File: src/rtl/dmux_rr_sched.sv
`default_nettype none
// ============================================================================
// Module   : dmux_rr_sched
// Purpose  : Round-robin scheduler that steers a 1-bit valid/ready item stream
//            onto one of N_CH channels of a 1xN demux. It searches for the next
//            enabled channel at or after a rotating pointer, waits there until
//            that channel's sink is ready, then strobes the item out.
// Ports    : clk       - clock, rising edge
//            rst       - asynchronous active-high reset
//            en_mask   - per-channel enable (live)
//            ch_ready  - per-channel sink ready
//            in_valid  - source has an item
//            in_data   - item bit
//            in_ready  - item accepted when in_valid && in_ready
//            s         - demux select (current channel)
//            a         - demux data input
//            strobe    - one-hot write strobe, aligned with a
//            busy      - scheduler is not idle
//            item_cnt  - delivered-item count, wraps
// Revision : 1.0 - initial release
// ============================================================================
module dmux_rr_sched #(
  parameter int N_CH  = 16,
  parameter int SEL_W = 4,
  parameter int CNT_W = 16
) (
  input  logic              clk,
  input  logic              rst,
  input  logic [N_CH-1:0]   en_mask,
  input  logic [N_CH-1:0]   ch_ready,
  input  logic              in_valid,
  input  logic              in_data,
  output logic              in_ready,
  output logic [SEL_W-1:0]  s,
  output logic              a,
  output logic [N_CH-1:0]   strobe,
  output logic              busy,
  output logic [CNT_W-1:0]  item_cnt
);

  localparam logic [SEL_W:0]   NUM_CH_EXT = (SEL_W+1)'(N_CH);
  localparam logic [SEL_W-1:0] LAST_CH    = SEL_W'(N_CH - 1);

  typedef enum logic [1:0] {
    IDLE = 2'd0,
    SEEK = 2'd1,
    XFER = 2'd2
  } state_t;

  state_t            state;
  state_t            state_nxt;
  logic [SEL_W-1:0]  ptr;
  logic [SEL_W-1:0]  ptr_nxt;
  logic [SEL_W-1:0]  s_nxt;
  logic              a_nxt;
  logic [N_CH-1:0]   strobe_nxt;
  logic [CNT_W-1:0]  cnt_nxt;
  logic [SEL_W-1:0]  found;
  logic [SEL_W:0]    idx_sum;
  logic [SEL_W-1:0]  s_inc;
  logic              handshake;

  // Rotating priority search: walk offsets from the far end back to zero so
  // the smallest offset from ptr that hits an enabled channel wins.
  always_comb begin
    found   = ptr;
    idx_sum = '0;
    for (int k = N_CH - 1; k >= 0; k--) begin
      idx_sum = {1'b0, ptr} + (SEL_W+1)'(k);
      if (idx_sum >= NUM_CH_EXT) begin
        idx_sum = idx_sum - NUM_CH_EXT;
      end
      if (en_mask[idx_sum[SEL_W-1:0]]) begin
        found = idx_sum[SEL_W-1:0];
      end
    end
  end

  // Pointer advances past the channel just served or abandoned.
  assign s_inc = (s == LAST_CH) ? '0 : s + 1'b1;

  assign in_ready  = (state == XFER) && en_mask[s] && ch_ready[s];
  assign handshake = in_valid && in_ready;
  assign busy      = (state != IDLE);

  always_comb begin
    state_nxt  = state;
    ptr_nxt    = ptr;
    s_nxt      = s;
    a_nxt      = a;
    strobe_nxt = '0;
    cnt_nxt    = item_cnt;
    case (state)
      IDLE: begin
        if (in_valid && (|en_mask)) begin
          state_nxt = SEEK;
        end
      end
      SEEK: begin
        if (|en_mask) begin
          s_nxt     = found;
          state_nxt = XFER;
        end else begin
          state_nxt = IDLE;
        end
      end
      XFER: begin
        if (handshake) begin
          a_nxt         = in_data;
          strobe_nxt[s] = 1'b1;
          ptr_nxt       = s_inc;
          cnt_nxt       = item_cnt + 1'b1;
          state_nxt     = SEEK;
        end else if (!en_mask[s]) begin
          // Channel disabled while waiting: give up on it and move on.
          ptr_nxt   = s_inc;
          state_nxt = SEEK;
        end
      end
      default: begin
        state_nxt = IDLE;
      end
    endcase
  end

  always_ff @(posedge clk or posedge rst) begin
    if (rst) begin
      state    <= IDLE;
      ptr      <= '0;
      s        <= '0;
      a        <= 1'b0;
      strobe   <= '0;
      item_cnt <= '0;
    end else begin
      state    <= state_nxt;
      ptr      <= ptr_nxt;
      s        <= s_nxt;
      a        <= a_nxt;
      strobe   <= strobe_nxt;
      item_cnt <= cnt_nxt;
    end
  end

endmodule
`default_nettype wire
File: config.mk
export PLATFORM = sky130hd
export DESIGN_NAME = dmux_rr_sched
export DESIGN_NICKNAME = d
export VERILOG_FILES = /design/src/rtl/dmux_rr_sched.sv
export SDC_FILE = /design/constraint.sdc
export NUM_CORES = 1
export LEC_CHECK = 0
export CORE_UTILIZATION = 45
export DETAILED_ROUTE_END_ITERATION = 8
export HOLD_SLACK_MARGIN = 0.02
export PLACE_DENSITY = 0.8
export SYNTH_ARGS = -nofsm -noshare
export SYNTH_HDL_FRONTEND = slang
export SYNTH_SLANG_ARGS = --single-unit
File: constraint.sdc
create_clock -name clk -period 4.1 [get_ports clk]
set_clock_uncertainty 0.05 [all_clocks]
set_input_delay 0.41 -clock clk [delete_from_list [all_inputs] [get_ports clk]]
set_output_delay 0.41 -clock clk [all_outputs]
set_load 0.02 [all_outputs]
==> impl_metrics.ini <==
[run_status]
status = finished clean

[layout]
finalInstanceArea_mm2 = 0.00500
syn2layout_area_growth_pct = 22.9
drive_gt1_share_pct = 14.0
fin_util_pct = 57.4
layout_commonest_cell = clkdlybuf4s50_1
final_cell_mix = 74 x clkdlybuf4s50_1, 43 x dfrtp_1, 38 x nor2_1, 24 x nand2_1, 21 x mux2i_1
fin_nets = 518
num-fill-cells = 699
instances_no_fill = 579
diodes = 0

[synthesis]
syn_area_mm2 = 0.00407
synth-edff-count = 0
synth_seq_cells = 43
ys_async_sr_fraction_pct = 100
synthDominantCellAreaShare_pct = 26.4
yosysSeqAreaShare_pct = 26.4
ys_warn_count = 0
synthTopCellsByArea = dfrtp_1 26%, mux4_2 11%, mux4_1 8.4%
synth.avg_cell_area_um2 = 10.2
synthDistinctLibCells = 66
synth_nets = 447
synth-main-ff-cell = dfrtp_1
synthCells = 399
yosysTopAreaCell = dfrtp_1

[detailed_routing]
drc = 0
ant_nets = 0
postRouteWirelength_mm = 11.2
drt_first_pass_iters = 5
via_per_inst = 6.49
drt_iter0_markers = 234
vias = 3756
avgRoutedWirePerCell_um = 19.3

[sta]
fin_setup_tns_ps = 0
setup_slack_ps = 555
hold_viol = 0
min_period_ps = 3540
finalMaxSlewViolations = 0
rsz0062_at_grt = false
post-route-period-util_pct = 86.5
worstMarginPinSlew_ps = 1170
max_clock_freq_mhz = 282
hold_ws_ps = 439
finalSetupViolCount = 0
relSlewSlack_pct = 21.8

[power]
peakVddDrop_uv = 429
cellLeakagePower_nw = 2.02
total_power_mw = 4.85
power.density_mw_per_mm2 = 969

[placement]
hpwl_mm = 8.42
place_inst = 571
pre_cts_slack_ps = 595
port_buffers = 74
placed_area_mm2 = 0.00489
gp_congestion = 0.980

[setup_path]
r2r_slack_ps = 560
crit_path_end_kind = register
reg2reg_depth = 10
path_class = reg2reg
rr_endpoint = s[2]
critPathMaxStageDelay_ps = 650
cp_max_fo = 9
crit_required_ps = 4230
cp_slowest_cell = mux4_1
crit_chain = clkinv_1 > ha_1 > mux4_1 > mux2_2 > mux2_4 > o21bai_1 > a311oi_1 > o2111ai_1 > a2111oi_1 > nor2_1
cp-start-kind = register
crit_arrival_ps = 3670
r2r-start = ptr[1]

[floorplanning]
die-area_mm2 = 0.00944
die_w_um = 97.1
die_height_um = 97.1
core_area_mm2 = 0.00872
rows = 34
start_util_pct = 46.7
io_pins = 75

[global_route]
antenna_found_initial = 0
grt_max_degree = 32
grt_pass1_wl_mm = 18.1
grtUsageTotal_pct = 23.7
overflow = 0
grt_pass1_vias = 3615

[min_path]
worst_hold_path_type = reg2reg
hold_depth = 1
min_from = item_cnt[15]
min_delay_worst_endpoint = item_cnt[15]

[clocking]
ctsHoldBuffers = 0
htree_num_levels = 2
cts.path.max_buffers = 2
postCtsResizedCells = 0
clock_latency_ps = 300
clockRootBuffer = clkbuf_8
cts_tree = built
numCtsBuffers = 5
postCtsSetupRepairBufs = 0
clk_pin_slew_ps = 80
cts.sink_count = 43

[flow_run]
maxCapViolations = 0
[worst max path at each step]
stage | start | to | cells past startpoint
after floorplan | ptr[1] | s[2] | 14
after global placement | ptr[1] | s[2] | 10
after detailed placement | ptr[1] | s[2] | 10
after CTS | ptr[1] | s[2] | 10
after global routing | ptr[1] | s[2] | 10
final | ptr[1] | s[2] | 10
[synthesized netlist by cell type, types with 2 or more instances]
master	count
a211oi_1	5
a21boi_0	2
a21o_1	2
a21oi_1	11
a221oi_1	2
a22oi_1	4
a31oi_1	6
and3_1	6
buf_1	2
buf_2	4
buf_6	2
clkbuf_1	8
clkbuf_8	3
clkinv_1	2
dfrtp_1	43
ha_1	12
inv_1	18
mux2_2	12
mux2_4	3
mux2i_1	21
mux2i_4	2
mux4_1	13
mux4_2	19
nand2_1	24
nand3_1	15
nand4_1	9
nor2_1	38
nor2b_1	6
nor3_1	9
nor4_1	5
o2111ai_1	3
o211ai_1	7
o21ai_0	14
o21bai_1	2
o221ai_1	2
o22ai_1	5
o31ai_1	2
o31ai_2	2
or3_1	3
xnor2_1	18
xor2_1	8
[state kept, by name (all words and copies together) (netlist names)]
signal    count
item_cnt     16
strobe       16
ptr           4
s             4
state         2
a             1
[routing by layer]
layer / up-vias / global-route usage [%] / routed length, um
met3: 31 / 4.46 / 887
met5: - / 0 / 0
li1: 1668 / - / -
met2: 216 / 40.6 / 5600
met4: 0 / 7.23 / 245
met1: 1841 / 30.3 / 4420
[power by group]
group	total (mW)	switching (mW)	internal (mW)
clock network	0.343	0.146	0.197
registers	0.594	0.105	0.489
logic	3.91	2.23	1.68
total	4.85	2.49	2.36
[logic make-up (layout without fill, tap and decap cells)]
| logic type | count (synthesis) | after routing | share of synthesized area [%] |
|---|---|---|---|
| and+or+nand+nor | 124 | 124 | 14.7 |
| AOI/OAI and AO/OA | 81 | 81 | 14.1 |
| muxes | 70 | 70 | 29.6 |
| DFF | 43 | 43 | 26.4 |
| buffers and inverters | 42 | 114 | 5.50 |
| xor gates and xnor gates | 27 | 27 | 5.99 |
| adders and majority gates | 12 | 12 | 3.69 |
[layout make-up]
| cell class | count | area (um^2) | area share (%) |
|---|---|---|---|
| multi-input cells | 314 | 2770 | 55.4 |
| clock buffers | 6 | 82.6 | 1.65 |
| well taps | 108 | 135 | 2.70 |
| clock inverters | 2 | 35.0 | 0.700 |
| inverters | 21 | 80.1 | 1.60 |
| repair buffers | 85 | 823 | 16.5 |
| flip-flops and latches | 43 | 1080 | 21.5 |
[critical path: cells and delay by family, from the launching register on]
| family | cells | cell delay (ps) |
|---|---|---|
| simple gates | 1 | 90 |
| mux | 3 | 1290 |
| flops | 1 | 370 |
| buf+inv | 1 | 100 |
| compound gates | 4 | 1010 |
| fa+ha+maj | 1 | 520 |
No activity file was read; power rests on OpenSTA's default activity.
